$ cat src/rtl/csi2_frame_ctrl.sv
// Frame-level controller for the CSI-2 receive path: arms the D-PHY, tracks FS/FE/line packets on one VC.
// Optional frame watchdog built only when CSI2_FRAME_TIMEOUT_EN is defined.
module csi2_frame_ctrl #(
    parameter logic [1:0] VC_ID         = 2'd0,
    parameter int         EXP_LINES     = 1080,
    parameter int         FRAME_TIMEOUT = 1048576
) (
    input  logic        clk_i,
    input  logic        rst_i,
    input  logic        start_i,
    input  logic        stop_i,
    input  logic        clr_err_i,
    input  logic        short_pkt_valid_i,
    input  logic [1:0]  short_pkt_v_channel_i,
    input  logic [5:0]  short_pkt_data_type_i,
    input  logic [15:0] short_pkt_data_field_i,
    input  logic        long_pkt_header_valid_i,
    input  logic [1:0]  long_pkt_v_channel_i,
    input  logic [5:0]  long_pkt_data_type_i,
    input  logic        crc_failed_i,
    output logic        rx_enable_o,
    output logic        frame_active_o,
    output logic        frame_start_o,
    output logic        frame_end_o,
    output logic [15:0] frame_num_o,
    output logic [15:0] line_cnt_o,
    output logic [7:0]  crc_err_cnt_o,
    output logic        err_line_cnt_o,
    output logic        err_missing_fe_o,
    output logic        err_timeout_o,
    output logic [1:0]  state_o
);

    localparam logic [1:0] ST_IDLE  = 2'd0;
    localparam logic [1:0] ST_ARMED = 2'd1;
    localparam logic [1:0] ST_FRAME = 2'd2;

    logic [1:0]  state_q, state_d;
    logic        stop_pend_q, stop_pend_d;
    logic        short_ok, is_fs, is_fe, is_line, stop_req;
    logic        fs_acc, fe_acc, line_acc, timeout_hit;
    logic [15:0] line_base, line_next;
    logic        err_line_set, err_mfe_set;

    assign state_o  = state_q;
    assign short_ok = short_pkt_valid_i && (short_pkt_v_channel_i == VC_ID);
    assign is_fs    = short_ok && (short_pkt_data_type_i == 6'h00);
    assign is_fe    = short_ok && (short_pkt_data_type_i == 6'h01);
    assign is_line  = long_pkt_header_valid_i && (long_pkt_v_channel_i == VC_ID)
                      && (long_pkt_data_type_i >= 6'h10);
    assign stop_req = stop_i | stop_pend_q;

    always_comb begin
        state_d     = state_q;
        stop_pend_d = stop_pend_q;
        fs_acc      = 1'b0;
        fe_acc      = 1'b0;
        line_acc    = 1'b0;
        case (state_q)
            ST_IDLE: begin
                if (start_i && !stop_i) state_d = ST_ARMED;
            end
            ST_ARMED: begin
                if (stop_req) begin
                    state_d = ST_IDLE;
                end else if (is_fs) begin
                    fs_acc   = 1'b1;
                    line_acc = is_line;
                    state_d  = ST_FRAME;
                end
            end
            ST_FRAME: begin
                line_acc = is_line;
                // An FS inside a frame restarts it; the short packet wins over the watchdog.
                if (is_fs) begin
                    fs_acc = 1'b1;
                end else if (is_fe) begin
                    fe_acc  = 1'b1;
                    state_d = stop_req ? ST_IDLE : ST_ARMED;
                end else if (timeout_hit) begin
                    state_d = stop_req ? ST_IDLE : ST_ARMED;
                end
            end
            default: state_d = ST_IDLE;
        endcase

        if (state_d == ST_IDLE) begin
            stop_pend_d = 1'b0;
        end else if (state_q == ST_FRAME && stop_i) begin
            stop_pend_d = 1'b1;
        end

        // Short packet is handled before the same-cycle line header, so FS reloads then the line counts.
        line_base = fs_acc ? 16'd0 : line_cnt_o;
        line_next = (line_acc && line_base != 16'hFFFF) ? line_base + 16'd1 : line_base;
    end

    assign err_line_set = fe_acc && (line_next != 16'(EXP_LINES));
    assign err_mfe_set  = fs_acc && (state_q == ST_FRAME);

    always_ff @(posedge clk_i) begin
        if (rst_i) begin
            state_q          <= ST_IDLE;
            stop_pend_q      <= 1'b0;
            rx_enable_o      <= 1'b0;
            frame_active_o   <= 1'b0;
            frame_start_o    <= 1'b0;
            frame_end_o      <= 1'b0;
            frame_num_o      <= 16'd0;
            line_cnt_o       <= 16'd0;
            crc_err_cnt_o    <= 8'd0;
            err_line_cnt_o   <= 1'b0;
            err_missing_fe_o <= 1'b0;
        end else begin
            state_q        <= state_d;
            stop_pend_q    <= stop_pend_d;
            rx_enable_o    <= (state_d != ST_IDLE);
            frame_active_o <= (state_d == ST_FRAME);
            frame_start_o  <= fs_acc;
            frame_end_o    <= fe_acc;
            line_cnt_o     <= line_next;
            if (fs_acc) frame_num_o <= short_pkt_data_field_i;

            // A CRC failure in the clearing cycle survives as a count of one.
            if (crc_failed_i) begin
                if (clr_err_i)                   crc_err_cnt_o <= 8'd1;
                else if (crc_err_cnt_o != 8'hFF) crc_err_cnt_o <= crc_err_cnt_o + 8'd1;
            end else if (clr_err_i) begin
                crc_err_cnt_o <= 8'd0;
            end

            err_line_cnt_o   <= err_line_set | (err_line_cnt_o & ~clr_err_i);
            err_missing_fe_o <= err_mfe_set | (err_missing_fe_o & ~clr_err_i);
        end
    end

`ifdef CSI2_FRAME_TIMEOUT_EN
    localparam int TMR_W = (FRAME_TIMEOUT > 2) ? $clog2(FRAME_TIMEOUT) : 1;

    logic [TMR_W-1:0] idle_cnt_q;
    logic             pkt_seen;

    assign pkt_seen    = short_pkt_valid_i | long_pkt_header_valid_i;
    assign timeout_hit = (state_q == ST_FRAME) && !pkt_seen
                         && (idle_cnt_q == TMR_W'(FRAME_TIMEOUT - 1));

    always_ff @(posedge clk_i) begin
        if (rst_i) begin
            idle_cnt_q    <= '0;
            err_timeout_o <= 1'b0;
        end else begin
            if (state_q != ST_FRAME || pkt_seen || timeout_hit) idle_cnt_q <= '0;
            else                                                 idle_cnt_q <= idle_cnt_q + 1'b1;
            err_timeout_o <= timeout_hit | (err_timeout_o & ~clr_err_i);
        end
    end
`else
    assign timeout_hit   = 1'b0;
    // Watchdog absent: flag is constant zero (parameter kept for interface compatibility).
    assign err_timeout_o = (FRAME_TIMEOUT < 0);
`endif

endmodule

$ cat config.mk
export PLATFORM = sky130hd
export DESIGN_NAME = csi2_frame_ctrl
export DESIGN_NICKNAME = d
export VERILOG_FILES = /design/src/rtl/csi2_frame_ctrl.sv
export SDC_FILE = /design/constraint.sdc
export NUM_CORES = 1
export LEC_CHECK = 0
export ABC_AREA = 0
export CORE_MARGIN = 3
export CORE_UTILIZATION = 40
export DETAILED_ROUTE_END_ITERATION = 10
export PLACE_DENSITY = 0.77
export SETUP_SLACK_MARGIN = 0.02
export SYNTH_ARGS = -nofsm -noshare
export SYNTH_HDL_FRONTEND = slang
export SYNTH_SLANG_ARGS = --single-unit
$ cat constraint.sdc
create_clock -name clk_i -period 2.5 [get_ports clk_i]
set_input_delay 0.5 -clock clk_i [delete_from_list [all_inputs] [get_ports clk_i]]
set_output_delay 0.5 -clock clk_i [all_outputs]
set_load 0.02 [all_outputs]
==> results of run 1 <==
[sequential cells by signal, summed over array words and instances, names as in the netlist]
register / count
crc_err_cnt_o: 8
err_line_cnt_o: 1
err_missing_fe_o: 1
frame_active_o: 1
frame_end_o: 1
frame_num_o: 16
frame_start_o: 1
line_cnt_o: 16
rx_enable_o: 1
state_o: 2
stop_pend_q: 1
[worst paths after layout]
path / from / endpoint / slack, ns / cells past startpoint
worst max-delay path: short_pkt_data_type_i[5] / err_line_cnt_o / 0.13 / 9
worst min-delay path: frame_num_o[12] / frame_num_o[12] / 0.46 / 2
worst max register to register: state_o[0] / err_line_cnt_o / 0.19 / 10
worst min register to register: frame_num_o[12] / frame_num_o[12] / 0.46 / 2
[per-layer routing]
layer / track usage / wire, µm / vias to the layer above
met2: 0.3069 / 3134 / 75
met5: 0 / 0 / -
met4: 0.04012 / 33 / 0
met1: 0.2434 / 2820 / 1080
li1: - / - / 1204
met3: 0.03373 / 332 / 5
[report_power, final]
part	switching, µW	internal (µW)
Combinational	58.4	81.9
Clock	275	202
Sequential	3.13	784
Total	336	1070
[final cells by class]
type                            count  area [µm²]  share of cell area
Timing Repair Buffer              119        1110              0.3039
Sequential cell                    49       980.9              0.2686
Inverter                            9       33.78            0.009250
Multi-Input combinational cell    213        1344              0.3679
Tap cell                           72       90.09             0.02467
Clock buffer                        5       68.82             0.01884
Clock inverter                      3       25.02            0.006852
[critical path, cell delays in order]
cell and delay, ns:
clkdlybuf4s50_1 0.44, nor4b_4 0.35, buf_4 0.18, o2111ai_4 0.16, buf_6 0.16, a311o_1 0.29
mux2i_1 0.17, o2111a_1 0.20, a41oi_1 0.10
[logic make-up (layout without fill, tap and decap cells)]
group,after synthesis,in the layout,share of synthesized area
fa+ha+maj,5,5,0.02647
other cells,1,1,0.001587
mux,5,5,0.02170
flops,49,49,0.4150
buf+inv,20,136,0.03441
simple gates,138,138,0.2980
xor+xnor,17,17,0.06300
compound gates,47,47,0.1398
[cell usage after synthesis (5+ instances only)]
| library cell | number | area [µm²] |
|---|---|---|
| a21oi_1 | 25 | 125.1 |
| and3_1 | 5 | 31.28 |
| clkbuf_1 | 7 | 26.28 |
| dfxtp_1 | 49 | 980.9 |
| ha_1 | 5 | 62.56 |
| inv_1 | 9 | 33.78 |
| nand2_1 | 51 | 191.4 |
| nand3_1 | 10 | 50.05 |
| nand4_1 | 10 | 62.56 |
| nor2_1 | 34 | 127.6 |
| xnor2_1 | 8 | 70.07 |
| xor2_1 | 9 | 78.83 |
[cells in the final DEF (no fill, tap or decap), types with 3 or more instances in the layout]
cell,instances
nand2b_1,3
nor2b_1,4
ha_1,4
clkdlybuf4s50_1,81
nand3_1,10
dfxtp_1,49
xor2_1,9
and3_1,5
inv_1,9
nand4_1,10
mux2i_1,4
nand2_1,51
buf_4,35
nor2_1,34
clkbuf_8,5
nor3b_1,3
xnor2_1,8
a21oi_1,25
[through the flow]
step	setup WS [ns]	instance area, µm²	hold WS (ns)
6_report	0.1269	3652	0.4599
5_1_grt	0.007308	3652	0.4796
3_5_place_dp	-0.2293	3470	0.4463
3_3_place_gp	-0.1876	3470	0.4412
2_1_floorplan	0.02026	2364	0.5004
4_1_cts	0.03973	3568	0.4610
[repair_timing]
item / 4_1_cts / 5_1_grt
hold endpoints to repair: 0 / 0
gates cloned: 0 / 0
pin swaps: 0 / 6
setup endpoints to repair: 1 / 3
resized for setup: 1 / 9
buffers inserted: 0 / 5
==> metrics.md, run 1 <==
| Metric | Value |
|---|---|
| Grt total ovfl | `0` |
| Leak | `about 0.0014 µW` |
| # setup viols final | `0` |
| Worst vdd ir | `about 0.21 mV` |
| Minimum clock period | `2.373 ns` |
| Critical Path RT | `2.68 ns` |
| Max Cap Violations | `0` |
| Global Route Usage Sum | `0.1825` |
| Total CTS buffers | `5` |
| Fin nets | `442` |
| Syn. warnings | `0` |
| CTS tree | `built` |
| Worst-path clk slew | `0.10 ns` |
| Achievable Freq | `about 420 MHz` |
| Total core area | `around 5600 µm²` |
| Fin. max-slew vios | `0` |
| Initial core utilization | `0.4215` |
| Root Buffer Master | `clkbuf_8` |
| Synth unique cells | `53` |
| Die area | `6867 µm²` |
| Power density cells | `around 380 nW/µm²` |
| Register bit total from synthesis | `just under 50` |
| Vias per Instance | `between 5 and 6` |
| Finished Core Util | `0.6513` |
| Hold violation total from the final report | `0` |
| Hold WC Path Type | `reg2reg` |
| Number of global-route vias before repair | `roughly 2300` |
| Initial antenna violation count | `0` |
| Filler Cells Inserted | `between 400 and 500` |
| Io pins | `between 80 and 90` |
| Status | `finished clean` |
| Hold buffers post-CTS | `0` |
| Chip width | `about 83 µm` |
| Setup TNS | `0 ns` |
| Later-pin clock latency in the skew report | `about 0.3 ns` |
| Post-Route WL | `~6300 µm` |
| Worst Path Arrival | `2.55 ns` |
| DRT iter0 DRCs | `between 90 and 100` |
| Via count | `between 2000 and 2500` |
| Synth Cell Area | `2364 µm²` |
| RSZ-0062 raised after global routing | `false` |
| H-tree Lvls | `2` |
| First-pass GRT wire length | `roughly 11000 µm` |
| Final Total Pwr | `between 1000 and 1500 µW` |
| Clk_skew | `roughly 0.0088 ns` |
| Syn_nets | `between 300 and 400` |
| Peak fanout along the critical path | `5` |
| IO buf count | `83` |
| CP endpoint kind | `flip-flop` |
| Wire length per cell | `about 13 µm` |
| Area Overhead vs Synth | `54.53%` |
| Synth async-reset ratio | `0` |
| Most used DFF post-synth | `dfxtp_1` |
| Hpwl dp | `roughly 4800 µm` |
| Mean post-synth cell area | `about 8.4 µm²` |
| Antenna-violating nets left | `0` |
| Placement row count | `27` |
| # placed instances | `roughly 460` |
| Period utilization | `0.9492` |
| Seq/Total Area, Yosys | `0.4150` |
| DR DRC count | `0` |
| Height of the die | `between 80 and 90 µm` |
| Clock Path Buffers | `2` |
| ANT cells | `0` |
| GPL Wtd Cong | `around 0.87` |
| CTS Sinks | `49` |
| Worst setup SP type | `input pin` |
| Largest net degree at the start of global routing | `28` |
| Layout Cells excl Fill | `470` |
| DRT Pass-1 Iters | `5` |
| Cells after Synth | `roughly 280` |
| Layout cells sized above 1 | `0.1508` |
| Post-synth EDFFs | `0` |
| Crit Path Class | `in2reg` |
(Power assumes the default switching activity.)
==> inputs of run 2 (changes only) <==
Settings changed: CTS_BUF_LIST set to sky130_fd_sc_hd__clkbuf_4 sky130_fd_sc_hd__clkbuf_8, PLACE_DENSITY 0.77 to 0.88.
==> run 2 against run 1 <==
Net effect: total power is 7.7% higher; via count is 2.7% higher; cell area increased by 0.48%; worst hold slack worse by 0.0035 ns; clock-buffer cell count is 1 higher; routed wire length up 5.6%; sequential share of layout area is 0.13 points lower; clock skew about the same; fmax shrank 2.0%; non-clock buffer count decreased by 3; critical endpoint unchanged; largest power group unchanged.
==> metrics.md, run 2 (synthesis results as in run 1) <==
| Metric | Value |
|---|---|
| Hold violation total from the final report | `0` |
| Layout cells sized above 1 | `0.1519` |
| Total CTS buffers | `5` |
| CTS tree | `built` |
| Post-Route WL | `~6700 µm` |
| Via count | `2427` |
| Placement row count | `27` |
| Power density cells | `roughly 410 nW/µm²` |
| Wire length per cell | `14.30 µm` |
| Period utilization | `0.9688` |
| Antenna-violating nets left | `0` |
| Hold WC Path Type | `reg2reg` |
| Setup TNS | `0 ns` |
| Biggest regs | `frame_num_o x16, line_cnt_o x16, crc_err_cnt_o x8` |
| Grt total ovfl | `0` |
| Later-pin clock latency in the skew report | `around 0.30 ns` |
| DR DRC count | `0` |
| Root Buffer Master | `clkbuf_8` |
| # placed instances | `454` |
| CP cell instances | `clkdlybuf4s50_1 > nor4b_4 > buf_4 > o2111ai_4 > buf_4 > a311o_1 > mux2i_1 > o2111a_1 > a41oi_1` |
| GPL Wtd Cong | `slightly above 0.8` |
| Initial antenna violation count | `0` |
| Critical Path RT | `between 2 and 3 ns` |
| H-tree Lvls | `2` |
| Layout Cells excl Fill | `roughly 470` |
| Initial core utilization | `0.4215` |
| Worst vdd ir | `between 0.2 and 0.3 mV` |
| Max stage delay on crit path | `about 0.45 ns` |
| Height of the die | `between 80 and 90 µm` |
| Final WS setup | `0.07807 ns` |
| Total core area | `around 5600 µm²` |
| Peak fanout along the critical path | `5` |
| Minimum clock period | `2.422 ns` |
| Most frequent cells in the layout | `clkdlybuf4s50_1 (83), nand2_1 (51), dfxtp_1 (49), nor2_1 (34), buf_4 (33)` |
| IO buf count | `83` |
| Worst Path Arrival | `2.59 ns` |
| CP bufs+invs | `3` |
| RSZ-0062 raised after global routing | `false` |
| Placement Setup Slack | `-0.2945 ns` |
| DRT Pass-1 Iters | `4` |
| Chip width | `a little over 80 µm` |
| Worst setup SP type | `input pin` |
| ANT cells | `0` |
| Most frequent cell on the critical path | `buf_4` |
| # setup viols final | `0` |
| Die area | `between 6000 and 7000 µm²` |
| Io pins | `just under 90` |
| Clock Path Buffers | `2` |
| Leak | `between 0.001 and 0.0015 µW` |
| CP endpoint kind | `flip-flop` |
| Number of global-route vias before repair | `roughly 2400` |
| Hold buffers post-CTS | `0` |
| Hpwl dp | `roughly 5000 µm` |
| First-pass GRT wire length | `10890 µm` |
| Vias per Instance | `around 5.2` |
| Fin. max-slew vios | `0` |
| Most common cell after layout, fill and taps aside | `clkdlybuf4s50_1` |
| Slowest cell on the critical path | `clkdlybuf4s50_1` |
| Worst-path clk slew | `around 0.090 ns` |
| CTS Sinks | `between 40 and 50` |
| Largest net degree at the start of global routing | `28` |
| Fin nets | `roughly 440` |
| Achievable Freq | `between 400 and 500 MHz` |
| Max Cap Violations | `0` |
| CP top delay family | `buffers and inverters` |
| Status | `finished clean` |
| Clk_skew | `between 0.008 and 0.009 ns` |
| Global Route Usage Sum | `0.1892` |
| Area Overhead vs Synth | `55.27%` |
| Crit Path Class | `in2reg` |
| DRT iter0 DRCs | `91` |
## run 2: routing by layer
metal / share of wire / track usage / vias up
met5: 0 / 0 / -
met4: 0.013 / 0.06092 / 0
met3: 0.039 / 0.03571 / 11
met2: 0.52 / 0.3265 / 62
met1: 0.43 / 0.2367 / 1156
li1: - / - / 1198
## run 2: tightest hold or removal path: cells and delay by family (launching register included)
| kind | cells | cell delay (ns) |
|---|---|---|
| flip-flops | 1 | 0.32 |
| AND/OR/NAND/NOR | 1 | 0.05 |
| AO/OA/AOI/OAI | 1 | 0.05 |
## run 2: worst paths after layout
kind	slack, ns	depth (start not counted)	end	from
worst max register to register	0.18	9	err_line_cnt_o	state_o[0]
worst max-delay path	0.08	9	err_line_cnt_o	short_pkt_data_type_i[5]
worst min register to register	0.46	2	frame_num_o[8]	frame_num_o[8]
worst min-delay path	0.46	2	frame_num_o[8]	frame_num_o[8]
## run 2: stage by stage
| stage | total power (µW) | util | instance area (µm²) | hold slack, ns |
|---|---|---|---|---|
| floorplan | 854.4 | - | 2364 | 0.5004 |
| global placement | 935.9 | 0.6147 | 3447 | 0.4414 |
| detailed placement | 940.6 | 0.6147 | 3447 | 0.4455 |
| CTS | 1522 | 0.6361 | 3567 | 0.4585 |
| global route | 1577 | 0.6544 | 3670 | 0.4776 |
| finish | 1512 | 0.6544 | 3670 | 0.4563 |
## run 2: layout make-up
class	instances	area, µm²
clock buffer	6	82.58
clock inverter	2	37.54
fill	470	1938
inverter	9	33.78
multi-input combinational	213	1366
sequential	49	980.9
tap	72	90.09
timing repair buffer	116	1079
## run 2: what timing repair did
item                                    CTS  global route
setup buffers                             0             5
endpoints found under the setup margin    0             4
gates resized for setup                   0            11
## run 2: power by group
group / internal [µW] / switching (µW) / total (µW)
registers: 784 / 3.33 / 787
logic: 81.6 / 60.3 / 142
clock network: 325 / 257 / 583
==> inputs of run 3 (changes only) <==
Settings changed: CORE_ASPECT_RATIO set to 1.75.
==> run 3 against run 2 <==
Net effect: total power fell by 5.0%; combinational power about the same; fmax shrank 1.0%; register-to-register slack about the same; cell area about the same; largest power group unchanged; sequential share of layout area barely moved; setup slack got worse by 0.025 ns; clock power fell by 13%; critical path type unchanged; global-route usage is 1.5 points higher; die area increased by 0.52%; sequential cell count stayed put; worst hold slack gained 0.00072 ns.
==> metrics.md, run 3 (synthesis results as in run 1) <==
| Metric | Value |
|---|---|
| Later-pin clock latency in the skew report | `around 0.32 ns` |
| CTS Sinks | `49` |
| Global Route Usage Sum | `0.2040` |
| Antenna-violating nets left | `0` |
| IO buf count | `a little over 80` |
| Root Buffer Master | `clkbuf_8` |
| Worst Path Arrival | `around 2.6 ns` |
| Vias per Instance | `a little over 5` |
| H-tree Lvls | `2` |
| Biggest regs | `frame_num_o x16, line_cnt_o x16, crc_err_cnt_o x8` |
| DRT iter0 DRCs | `70` |
| DRT Pass-1 Iters | `4` |
| Post-Route WL | `~6700 µm` |
| Crit Path Class | `in2reg` |
| Hpwl dp | `roughly 5200 µm` |
| Clock Path Buffers | `2` |
| Final Total Pwr | `about 1400 µW` |
| Worst setup SP type | `input pin` |
| Initial antenna violation count | `0` |
| Placement row count | `36` |
| Placed instance area | `approximately 3500 µm²` |
| Worst vdd ir | `roughly 0.33 mV` |
| Clk_skew | `~0.011 ns` |
| Leak | `0.001394 µW` |
| DR DRC count | `0` |
| Status | `finished clean` |
| Filler Cells Inserted | `between 400 and 500` |
| Minimum clock period | `2.447 ns` |
| # setup viols final | `0` |
| Peak fanout along the critical path | `6` |
| Chip width | `between 60 and 70 µm` |
| Number of global-route vias before repair | `between 2000 and 3000` |
| Layout cells sized above 1 | `0.1515` |
| Fin Hold WS | `0.4570 ns` |
| Height of the die | `around 110 µm` |
| Via count | `approximately 2500` |
| Wire length per cell | `between 10 and 15 µm` |
| Most common cell after layout, fill and taps aside | `clkdlybuf4s50_1` |
| Max Cap Violations | `0` |
| Total CTS buffers | `5` |
| Fin. max-slew vios | `0` |
| Power density cells | `391.0 nW/µm²` |
| Post-route cell area | `around 3700 µm²` |
| Area Overhead vs Synth | `55.32%` |
| Worst-path clk slew | `roughly 0.09 ns` |
| Io pins | `89` |
| Hold WC Path Type | `reg2reg` |
| First-pass GRT wire length | `approximately 11000 µm` |
| Period utilization | `0.9787` |
| CP endpoint kind | `flip-flop` |
| RSZ-0062 raised after global routing | `false` |
| Hold buffers post-CTS | `0` |
| GPL Wtd Cong | `~0.90` |
| Fin nets | `440` |
| Most frequent cells in the layout | `clkdlybuf4s50_1 (78), nand2_1 (51), dfxtp_1 (49), nor2_1 (34), buf_4 (33)` |
| Total core area | `5630 µm²` |
| ANT cells | `0` |
| Largest net degree at the start of global routing | `28` |
| Hold violation total from the final report | `0` |
| Initial core utilization | `0.4198` |
| CTS tree | `built` |
| Die area | `just under 7000 µm²` |
| Achievable Freq | `between 400 and 500 MHz` |
| Grt total ovfl | `0` |
| Critical Path RT | `2.69 ns` |
| Finished Core Util | `0.6520` |
==> run 3: metal layers <==
| layer | vias up | track usage | share of wire |
|---|---|---|---|
| li1 | 1198 | - | - |
| met1 | 1153 | 0.1925 | 0.36 |
| met2 | 85 | 0.3901 | 0.55 |
| met3 | 17 | 0.04284 | 0.051 |
| met4 | 0 | 0.1210 | 0.038 |
| met5 | - | 0 | 0 |
==> run 3: critical path, cell delays in order <==
cell             delay (ns)
clkdlybuf4s50_1        0.44
nor4_4                 0.38
and3_4                 0.29
o221ai_4               0.14
buf_6                  0.16
mux2i_2                0.18
o22ai_2                0.11
nor4b_2                0.29
a41oi_1                0.14
==> run 3: stage by stage <==
stage / setup slack, ns / instances / TNS [ns]
CTS: 0.02240 / 468 / 0
global placement: -0.1956 / 460 / -0.2341
floorplan: 0.02026 / 282 / 0
detailed placement: -0.2760 / 460 / -0.4900
global route: 0.002943 / 472 / 0
finish: 0.05324 / 472 / 0
==> run 3: final cells by class <==
cell class	count	area (µm²)	area share
multi-input cells	213	1358	0.3698
inverters	9	33.78	0.009202
repair buffers	117	1102	0.3003
clock buffers	7	96.34	0.02624
flip-flops and latches	49	980.9	0.2672
clock inverters	1	5.005	0.001363
well taps	76	95.09	0.02590
==> run 3: final timing paths <==
kind | start | endpoint | slack (ns) | cells after the start
setup / recovery | short_pkt_data_type_i[1] | err_line_cnt_o | 0.05 | 9
hold / removal | frame_num_o[3] | frame_num_o[3] | 0.46 | 2
setup reg to reg | state_o[1] | err_line_cnt_o | 0.19 | 10
hold reg to reg | frame_num_o[3] | frame_num_o[3] | 0.46 | 2
==> run 3: report_power, final <==
part / internal [µW] / total, µW / switching [µW]
clock network: 250 / 509 / 259
logic: 79.3 / 139 / 59.9
registers: 784 / 787 / 3.44
total: 1110 / 1440 / 322
==> run 3: repair_timing <==
item / CTS / global route
setup endpoints to repair: 0 / 3
buffers inserted: 0 / 4
gates resized for setup: 0 / 16
